===== config.mk =====
export PLATFORM = sky130hd
export DESIGN_NAME = em4100_rx_decoder
export DESIGN_NICKNAME = d
export VERILOG_FILES = /design/src/rtl/em4100_pkg.sv /design/src/rtl/em4100_manchester_rx.sv /design/src/rtl/em4100_rx_decoder.sv
export SDC_FILE = /design/constraint.sdc
export NUM_CORES = 1
export LEC_CHECK = 0
export ABC_CLOCK_PERIOD_IN_PS = 3100
export BUFFER_PORTS_ARGS = -buffer_cell sky130_fd_sc_hd__buf_2
export CORE_MARGIN = 2
export CORE_UTILIZATION = 56
export DETAILED_ROUTE_END_ITERATION = 8
export PLACE_DENSITY = 0.75
export SYNTH_ARGS = -nofsm -noshare
export SYNTH_HDL_FRONTEND = slang
export SYNTH_HIERARCHICAL = 1
export SYNTH_SLANG_ARGS = --single-unit

===== constraint.sdc =====
create_clock -name clk -period 3.1 [get_ports clk]
set_clock_uncertainty 0.1 [all_clocks]
set_input_delay 0.31 -clock clk [delete_from_list [all_inputs] [get_ports clk]]
set_output_delay 0.31 -clock clk [all_outputs]
set_load 0.01 [all_outputs]

===== src/rtl/em4100_pkg.sv =====
// Shared frame constants, error codes, FSM state type and parity/ID helpers for the EM4100 receiver.
// The helpers are purely combinational and are evaluated on the captured 55-bit frame body.
package em4100_pkg;
    localparam int HEADER_LEN = 9;
    localparam int ROWS       = 10;
    localparam int COLS       = 4;
    localparam int FRAME_BITS = 55;
    localparam int ID_BITS    = 40;

    localparam logic [1:0] ERR_STOP = 2'b00;
    localparam logic [1:0] ERR_LINE = 2'b01;
    localparam logic [1:0] ERR_ROW  = 2'b10;
    localparam logic [1:0] ERR_COL  = 2'b11;

    typedef enum logic [1:0] {ST_HUNT, ST_DATA, ST_CHECK} frame_state_t;

    function automatic logic row_par_ok(input logic [FRAME_BITS-1:0] f);
        logic ok;
        ok = 1'b1;
        for (int r = 0; r < ROWS; r++)
            if (^f[5*r +: 5]) ok = 1'b0;
        return ok;
    endfunction

    function automatic logic col_par_ok(input logic [FRAME_BITS-1:0] f);
        logic ok;
        logic p;
        ok = 1'b1;
        for (int c = 0; c < COLS; c++) begin
            p = f[5*ROWS + c];
            for (int r = 0; r < ROWS; r++)
                p = p ^ f[5*r + c];
            if (p) ok = 1'b0;
        end
        return ok;
    endfunction

    function automatic logic [ID_BITS-1:0] extract_id(input logic [FRAME_BITS-1:0] f);
        logic [ID_BITS-1:0] id;
        id = '0;
        for (int r = 0; r < ROWS; r++)
            for (int c = 0; c < COLS; c++)
                id[4*r + c] = f[5*r + c];
        return id;
    endfunction
endpackage


===== src/rtl/em4100_manchester_rx.sv =====
// Manchester bit recovery: synchroniser, run counter, run classifier and phase tracker.
// Bit strobe 3 clk after the line edge; no backpressure, bits are dropped if not consumed.
module em4100_manchester_rx #(
    parameter int HALF_CYC = 16,
    parameter int TOL      = 4
) (
    input  logic clk,
    input  logic rst_n,
    input  logic i_en,
    input  logic i_din,
    output logic o_bit,
    output logic o_bit_stb,
    output logic o_line_err,
    output logic o_idle,
    output logic o_locked
);
    localparam int CW = $clog2(2*HALF_CYC + TOL + 2);
    localparam logic [CW-1:0] SAT_V = CW'(2*HALF_CYC + TOL + 1);
    localparam logic [CW-1:0] S_LO  = CW'(HALF_CYC - TOL);
    localparam logic [CW-1:0] S_HI  = CW'(HALF_CYC + TOL);
    localparam logic [CW-1:0] L_LO  = CW'(2*HALF_CYC - TOL);
    localparam logic [CW-1:0] L_HI  = CW'(2*HALF_CYC + TOL);

    if (TOL >= HALF_CYC/2) begin : g_bad_tol
        $error("em4100_manchester_rx: TOL must be less than HALF_CYC/2");
    end

    logic          r_sync1, r_sync2, r_prev;
    logic [CW-1:0] r_cnt;
    logic          r_locked, r_mid, r_armed;
    logic          r_bit, r_stb, r_lerr, r_idle;
    logic          w_edge, w_short, w_long;

    assign w_edge  = r_sync2 ^ r_prev;
    assign w_short = (r_cnt >= S_LO) && (r_cnt <= S_HI);
    assign w_long  = (r_cnt >= L_LO) && (r_cnt <= L_HI);

    always_ff @(posedge clk or negedge rst_n) begin
        if (!rst_n) begin
            r_sync1 <= 1'b0;
            r_sync2 <= 1'b0;
            r_prev  <= 1'b0;
        end else begin
            r_sync1 <= i_din;
            r_sync2 <= r_sync1;
            r_prev  <= r_sync2;
        end
    end

    // r_cnt holds the run length at an edge; r_armed permits relock only after idle/reset/enable.
    always_ff @(posedge clk or negedge rst_n) begin
        if (!rst_n) begin
            r_cnt    <= SAT_V;
            r_locked <= 1'b0;
            r_mid    <= 1'b0;
            r_armed  <= 1'b1;
            r_bit    <= 1'b0;
            r_stb    <= 1'b0;
            r_lerr   <= 1'b0;
            r_idle   <= 1'b0;
        end else begin
            r_stb  <= 1'b0;
            r_lerr <= 1'b0;
            r_idle <= 1'b0;
            if (!i_en) begin
                r_cnt    <= SAT_V;
                r_locked <= 1'b0;
                r_mid    <= 1'b0;
                r_armed  <= 1'b1;
            end else if (w_edge) begin
                r_cnt <= CW'(1);
                if (!r_locked && r_armed) begin
                    r_locked <= 1'b1;
                    r_armed  <= 1'b0;
                    r_mid    <= 1'b1;
                    r_bit    <= r_sync2;
                    r_stb    <= 1'b1;
                end else if (r_locked) begin
                    if (w_short && r_mid) begin
                        r_mid <= 1'b0;
                    end else if (w_short || (w_long && r_mid)) begin
                        r_mid <= 1'b1;
                        r_bit <= r_sync2;
                        r_stb <= 1'b1;
                    end else begin
                        r_lerr   <= 1'b1;
                        r_locked <= 1'b0;
                    end
                end
            end else begin
                if (r_cnt != SAT_V) r_cnt <= r_cnt + 1'b1;
                if (r_cnt == SAT_V - 1'b1) begin
                    r_armed  <= 1'b1;
                    r_locked <= 1'b0;
                    r_idle   <= r_locked;
                end
            end
        end
    end

    assign o_bit      = r_bit;
    assign o_bit_stb  = r_stb;
    assign o_line_err = r_lerr;
    assign o_idle     = r_idle;
    assign o_locked   = r_locked;
endmodule


===== src/rtl/em4100_rx_decoder.sv =====
// EM4100 receiver: header hunt, 55-bit frame capture and parity check; ID delivered LSB first.
// valid/err pulse 2 clk after the stop-bit strobe; no backpressure, results are single-cycle pulses.
module em4100_rx_decoder
    import em4100_pkg::*;
#(
    parameter int HALF_CYC = 16,
    parameter int TOL      = 4
) (
    input  logic               clk,
    input  logic               rst_n,
    input  logic               i_en,
    input  logic               i_din,
    output logic [ID_BITS-1:0] o_data_out,
    output logic               o_valid,
    output logic               o_err,
    output logic [1:0]         o_err_code,
    output logic               o_locked
);
    logic w_bit, w_stb, w_lerr, w_idle;
    logic w_row_ok, w_col_ok, w_stop_ok;

    frame_state_t            r_state;
    logic [3:0]              r_ones;
    logic [5:0]              r_bit_cnt;
    logic [FRAME_BITS-1:0]   r_frame;
    logic [ID_BITS-1:0]      r_data_out;
    logic                    r_valid, r_err;
    logic [1:0]              r_code;

    em4100_manchester_rx #(.HALF_CYC(HALF_CYC), .TOL(TOL)) u_mrx (
        .clk        (clk),
        .rst_n      (rst_n),
        .i_en       (i_en),
        .i_din      (i_din),
        .o_bit      (w_bit),
        .o_bit_stb  (w_stb),
        .o_line_err (w_lerr),
        .o_idle     (w_idle),
        .o_locked   (o_locked)
    );

    assign w_row_ok  = row_par_ok(r_frame);
    assign w_col_ok  = col_par_ok(r_frame);
    assign w_stop_ok = ~r_frame[FRAME_BITS-1];

    always_ff @(posedge clk or negedge rst_n) begin
        if (!rst_n) begin
            r_state    <= ST_HUNT;
            r_ones     <= '0;
            r_bit_cnt  <= '0;
            r_frame    <= '0;
            r_data_out <= '0;
            r_valid    <= 1'b0;
            r_err      <= 1'b0;
            r_code     <= ERR_STOP;
        end else begin
            r_valid <= 1'b0;
            r_err   <= 1'b0;
            if (!i_en) begin
                r_state <= ST_HUNT;
                r_ones  <= '0;
            end else begin
                case (r_state)
                    ST_HUNT: begin
                        if (w_lerr || w_idle) begin
                            r_ones <= '0;
                        end else if (w_stb) begin
                            if (!w_bit) begin
                                r_ones <= '0;
                            end else if (r_ones == 4'(HEADER_LEN-1)) begin
                                r_ones    <= '0;
                                r_bit_cnt <= '0;
                                r_state   <= ST_DATA;
                            end else begin
                                r_ones <= r_ones + 1'b1;
                            end
                        end
                    end
                    ST_DATA: begin
                        if (w_lerr || w_idle) begin
                            r_err   <= 1'b1;
                            r_code  <= ERR_LINE;
                            r_state <= ST_HUNT;
                        end else if (w_stb) begin
                            r_frame[r_bit_cnt] <= w_bit;
                            if (r_bit_cnt == 6'(FRAME_BITS-1)) r_state <= ST_CHECK;
                            else r_bit_cnt <= r_bit_cnt + 1'b1;
                        end
                    end
                    ST_CHECK: begin
                        r_state <= ST_HUNT;
                        if (w_row_ok && w_col_ok && w_stop_ok) begin
                            r_data_out <= extract_id(r_frame);
                            r_valid    <= 1'b1;
                        end else begin
                            r_err  <= 1'b1;
                            r_code <= !w_row_ok ? ERR_ROW : (!w_col_ok ? ERR_COL : ERR_STOP);
                        end
                    end
                    default: r_state <= ST_HUNT;
                endcase
            end
        end
    end

    assign o_data_out = r_data_out;
    assign o_valid    = r_valid;
    assign o_err      = r_err;
    assign o_err_code = r_code;
endmodule


### Word level (Yosys, flattened, before mapping)

Cells that the tools add are included.

* input bits: 4
* output and inout port bits: 45
* word-level logic and storage cells: 226
* flip-flop bits (word level): 127

* reductions and logical operators: 35
* magnitude comparators: 6
* eq/ne operators: 30
* multiplexer cells: 90
* bitwise operators: 43
* add/sub/neg operators: 3

Operator list (number)
* $mux W6: 10
* $mux W1: 56
* $bwmux W55: 1
* $reduce_xor A5 Y1: 10
* $xor A1 B1 Y1: 41
* $mux W2: 12
* $mux W4: 6
* $add A6 B1 Y6 const B: 2
* $eq A6 B6 Y1 const B: 2
* $ne A2 B1 Y1 const B: 6
* $ne A2 B2 Y1 const B: 6
* $ne A3 B1 Y1 const B: 4
* $pmux W6 S2: 1
* $ne A3 B3 Y1 const B: 3
* $reduce_and A9 Y1: 1
* $logic_and A1 B1 Y1: 8
* $pmux W2 S2: 2
* $reduce_and A4 Y1: 2
* $reduce_bool A2 Y1: 4
* $lt A6 B7 Y1 const B: 1
* $demux W1 S6: 1
* $ge A6 B1 Y1 const B: 1
* $ge A6 B4 Y1 const B: 1
* $ge A6 B5 Y1 const B: 1
* 20 further kinds: 25

### Logic depth before layout (Yosys ltp)

* depth after elaboration: 19
* gate-level depth with buffers: 8

### Modules after synthesis

The synthesis kept the hierarchy.

By module, submodules not included
* em4100_rx_decoder: cells each 463, times used 1, area an instance 5616.6 µm²
* em4100_manchester_rx: cells each 84, times used 1, area an instance 840.8 µm²

### Least setup slack after synthesis

OpenSTA, ideal clock, no wires.

* path type: reg2reg
* start: reg r_frame[5]
* end: reg r_data_out[21] (netlist: o_data_out[21])
* arrival: 2.254 ns
* library setup time: 0.125 ns
* buffers on the path: 1
* required time: 2.875 ns
* cell stages (with the launch flop): 8
* path slack: 0.622 ns
* path through: dfrtp_1 xnor3_1 xnor2_1 nor4_1 nand4_1 nor3_4 buf_6 mux2_2

* word-level cells in the longest chain between the ends: 16
* elaborated cells on any way between the ends: 26
* those cells by class: mux (13); bitwise (9); reduce/logical (4)

Ends and longest elaborated chain
* start, declared: RTL line em4100_rx_decoder.sv:25 `logic [FRAME_BITS-1:0] r_frame;`
* start signal, assigned by index: RTL line em4100_rx_decoder.sv:85 `r_frame[r_bit_cnt] <= w_bit;`
* $xor A1 B1 Y1 (9 in series): RTL line em4100_pkg.sv:32 `p = p ^ f[5*r + c];`
* $mux W1 (4 in series): RTL line em4100_pkg.sv:33 `if (p) ok = 1'b0;`
* $logic_and A1 B1 Y1 * (2 in series): RTL line em4100_rx_decoder.sv:92 `if (w_row_ok && w_col_ok && w_stop_ok) begin`
* $reduce_and A3 Y1 (no line) *
* end signal, assigned: RTL line em4100_rx_decoder.sv:93 `r_data_out <= extract_id(r_frame);`
* end, declared: RTL line em4100_rx_decoder.sv:26 `logic [ID_BITS-1:0] r_data_out;`

Mark *: on every way between the ends. The rest lies on a longest branch, timed or not.
A chain may end at the register's enable or synchronous reset.

### Worst setup path in the final report

* start: reg r_frame[40]
* end: reg r_data_out[25] (netlist: o_data_out[25])

* word-level cells in the longest chain between the ends: 9
* elaborated cells on any way between the ends: 12
* those cells by class: mux (6); bitwise (2); reduce/logical (4)

Ends and longest elaborated chain (RTL line)
* $xor A1 B1 Y1 (2 in series): em4100_pkg.sv:32
* $mux W1 (4 in series): em4100_pkg.sv:33
* $logic_and A1 B1 Y1 * (2 in series): em4100_rx_decoder.sv:92
* $reduce_and A3 Y1 (no line) *

Marked as above.

==> out/summary.json <==
{
  "synthDominantCellAreaShare": {"value": 0.4767},
  "cts_tree": {"value": "built"},
  "vdd_ir_drop_max": {"value": 0.3789, "unit": "mV"},
  "syn-cell-area": {"value": 6457, "unit": "um^2"},
  "power-per-cell-area": {"value": 593.5, "unit": "nW/um^2"},
  "worst_hold_slack": {"value": 139.4, "unit": "ps"},
  "cp_data_arrival_time": {"value": 3060, "unit": "ps"},
  "post_synth_inst_count": {"value": 547},
  "ys_types": {"value": 49},
  "netlist.top_cell.by_area": {"value": "sky130_fd_sc_hd__dfrtp_1"},
  "path_buf_inv": {"value": 1},
  "min_path_type": {"value": "in2reg"},
  "vias_per_std_cell": {"value": 5.756},
  "yosysWarningCount": {"value": 6},
  "core_region_area": {"value": 11320, "unit": "um^2"},
  "layout-area-overhead-vs-synth": {"value": 16.00, "unit": "%"},
  "design.die.area": {"value": 12410, "unit": "um^2"},
  "die_width": {"value": 111.4, "unit": "um"},
  "setup_violations": {"value": 0},
  "hpwl": {"value": 9646, "unit": "um"},
  "number_of_design_rule_violations_left_by_the_first_detailed_router_iteration": {"value": 312},
  "port-buffer-count": {"value": 48},
  "detail_route.wirelength": {"value": 14190, "unit": "um"},
  "io_pins": {"value": 49},
  "clock_sink_count": {"value": 127},
  "grt_pass1_vias": {"value": 4527},
  "worst_slew_pin_slew": {"value": 758.1, "unit": "ps"},
  "post_drt_wl_per_cell": {"value": 18.63, "unit": "um"},
  "final_period_minus_worst_setup_slack": {"value": 2859, "unit": "ps"},
  "ant_nets": {"value": 0},
  "finish.utilization": {"value": 0.6617},
  "critical_path_peak_fanout": {"value": 17},
  "yosys.cell_count.top_type": {"value": "sky130_fd_sc_hd__dfrtp_1"},
  "site_row_count": {"value": 39},
  "path_clk_slew": {"value": 60, "unit": "ps"},
  "synth-edff-count": {"value": 0},
  "max_cap_viol_count": {"value": 0},
  "num_antenna_cells": {"value": 0},
  "timing.final.ws_setup": {"value": 241.4, "unit": "ps"},
  "placement.setup.worst_slack": {"value": 169.3, "unit": "ps"},
  "final-max-slew-violation-count": {"value": 0},
  "max-slew-margin-rel": {"value": 0.4946},
  "ys_seq_area_frac": {"value": 0.4929},
  "timing.critical_path.slowest_stage_cell": {"value": "sky130_fd_sc_hd__xnor3_1"},
  "vias": {"value": 4386},
  "critical-path-max-stage-delay": {"value": 440, "unit": "ps"},
  "clock_latency_reported_for_the_late_side_of_the_worst_skew_pair": {"value": 420, "unit": "ps"},
  "finalInstanceArea": {"value": 7491, "unit": "um^2"},
  "numCtsBuffers": {"value": 17},
  "final_layout_size_suffix_gt1_frac": {"value": 0.3053},
  "crit_path_start_kind": {"value": "flop"},
  "share_of_the_clock_period_used_by_the_worst_path": {"value": 0.9221},
  "maximum_frequency_from_static_timing_analysis": {"value": 0.3498, "unit": "GHz"},
  "globalRouteTotalUtil": {"value": 0.2445},
  "first_pass_grt_wire_length": {"value": 23650, "unit": "um"},
  "syn_nets": {"value": 562},
  "cts_repair_resize_count": {"value": 0},
  "drc_errors": {"value": 0},
  "antenna_found_initial": {"value": 0},
  "h-tree-depth": {"value": 4},
  "number_of_flip_flops_and_latches_in_the_synthesized_netlist": {"value": 127},
  "cts_buffer_depth": {"value": 2},
  "setup_repair_after_global_routing_missed_its_margin": {"value": "false"},
  "leakagePower": {"value": 3.723, "unit": "nW"},
  "top_post_synthesis_cells_by_area": {"value": "sky130_fd_sc_hd__dfrtp_1 48%, sky130_fd_sc_hd__mux2_2 16%, sky130_fd_sc_hd__xnor2_1 5.6%"},
  "avgSynthCellArea": {"value": 11.81, "unit": "um^2"},
  "placedInstanceArea": {"value": 6872, "unit": "um^2"},
  "fp.dieH": {"value": 111.4, "unit": "um"},
  "critical_path.cell_chain": {"value": "xnor3_1 > xnor2_1 > nor4_1 > nand4_1 > nor3_4 > buf_4 > mux2_2"},
  "place_congestion": {"value": 0.8860},
  "critical_path_class": {"value": "reg2reg"},
  "status": {"value": "completed"},
  "post_synth_most_frequent_cells": {"value": "123 x sky130_fd_sc_hd__dfrtp_1, 92 x sky130_fd_sc_hd__mux2_2, 52 x sky130_fd_sc_hd__nor2_1"},
  "postSynth.topFlopCell": {"value": "sky130_fd_sc_hd__dfrtp_1"},
  "hold_viol": {"value": 0},
  "critical-path-top-delay-family": {"value": "simple AND/OR/NAND/NOR gates"},
  "ctsRootBufferMaster": {"value": "sky130_fd_sc_hd__clkbuf_16"},
  "total_global_routing_overflow": {"value": 0},
  "totalNegativeSetupSlack": {"value": 0, "unit": "ps"},
  "grt_max_degree": {"value": 60},
  "end_kind": {"value": "flop"},
  "initial_utilization": {"value": 0.5704},
  "timing.critical_path.required": {"value": 3300, "unit": "ps"},
  "ys_async_sr_fraction": {"value": 1.000},
  "nNetsFinal": {"value": 624},
  "drt_pre_antenna_iters": {"value": 5}
}
## logic make-up (layout without fill, tap and decap cells)
family          after synthesis  count (layout)  share of synthesized area
compound gates               39              39                    0.04030
xor+xnor                     78              78                     0.1314
fa+ha+maj                    11              11                    0.02131
buf+inv                      36             108                    0.02693
flops                       127             127                     0.4929
mux                          97              97                     0.1690
simple gates                159             159                     0.1182
## power by group
part	switching, mW	internal, mW	total, mW
clock	0.686	1.35	2.03
combinational	0.378	0.213	0.592
sequential	0.100	1.72	1.82
## final timing paths
path,from,to,slack [ps],depth (start not counted)
worst max-delay path,r_frame[40]$_DFFE_PN0P_,o_data_out[25]$_DFFE_PN0P_,240,7
worst min-delay path,i_en,u_mrx/r_armed$_DFFE_PN1P_,140,2
worst max register to register,r_frame[40]$_DFFE_PN0P_,o_data_out[25]$_DFFE_PN0P_,240,7
worst min register to register,u_mrx/r_sync1$_DFF_PN0_,u_mrx/r_sync2$_DFF_PN0_,260,0
max in group asynchronous,rst_n,o_data_out[6]$_DFFE_PN0P_,1640,3
min in group asynchronous,rst_n,o_err$_DFF_PN0_,400,2
## worst reg2reg max path: cells and delay by family, from the launching register on
family,cells,cell delay (ps)
and+or+nand+nor,3,940
xor gates and xnor gates,2,610
DFF,1,410
muxes,1,380
buffers and inverters,1,310
## cell type report
cell class | instances | area (um^2)
well taps | 143 | 178.9
clock inverters | 7 | 137.6
clock buffers | 22 | 454.2
multi-input cells | 384 | 3100
flip-flops and latches | 127 | 3183
fillers | 857 | 3830
inverters | 15 | 56.30
repair buffers | 64 | 380.4
## sequential cells by signal, summed over array words and instances, names as in the netlist, 2 cells and up
signal	cells
r_frame	55
u_mrx/r_cnt	6
r_state	2
r_ones	4
o_data_out	40
o_err_code	2
r_bit_cnt	6
## stage by stage
stage               power, mW  std cells
finish                  4.446        762
global route            4.624        762
global placement        2.389        730
CTS                     4.459        761
floorplan               2.175        547
detailed placement      2.414        730
## cell usage in the layout (no fill, tap or decap), types with 14 or more instances in the layout
cell type / n
sky130_fd_sc_hd__inv_1: 15
sky130_fd_sc_hd__clkbuf_16: 17
sky130_fd_sc_hd__nand2_1: 45
sky130_fd_sc_hd__dfrtp_1: 123
sky130_fd_sc_hd__o21ai_0: 16
sky130_fd_sc_hd__nand3_1: 21
sky130_fd_sc_hd__nor2_1: 52
sky130_fd_sc_hd__xnor2_1: 41
sky130_fd_sc_hd__buf_2: 47
sky130_fd_sc_hd__xor2_1: 25
sky130_fd_sc_hd__buf_4: 14
sky130_fd_sc_hd__mux2_2: 92
## timing repair
action                                 CTS  global route
hold buffers                             2             0
buffers inserted                         0             1
endpoints found under the hold margin   57             0
setup endpoints to repair                0             9
## routing by layer
layer / routed length [um] / vias to the layer above / part of all wire / global-route usage
met2: 6847 / 144 / 0.48 / 0.3841
met3: 848 / 27 / 0.060 / 0.05934
met4: 293 / 0 / 0.021 / 0.1004
met1: 6205 / 2206 / 0.44 / 0.3307
li1: - / 2009 / - / -
met5: 0 / - / 0 / 0
(Power assumes the default switching activity.)
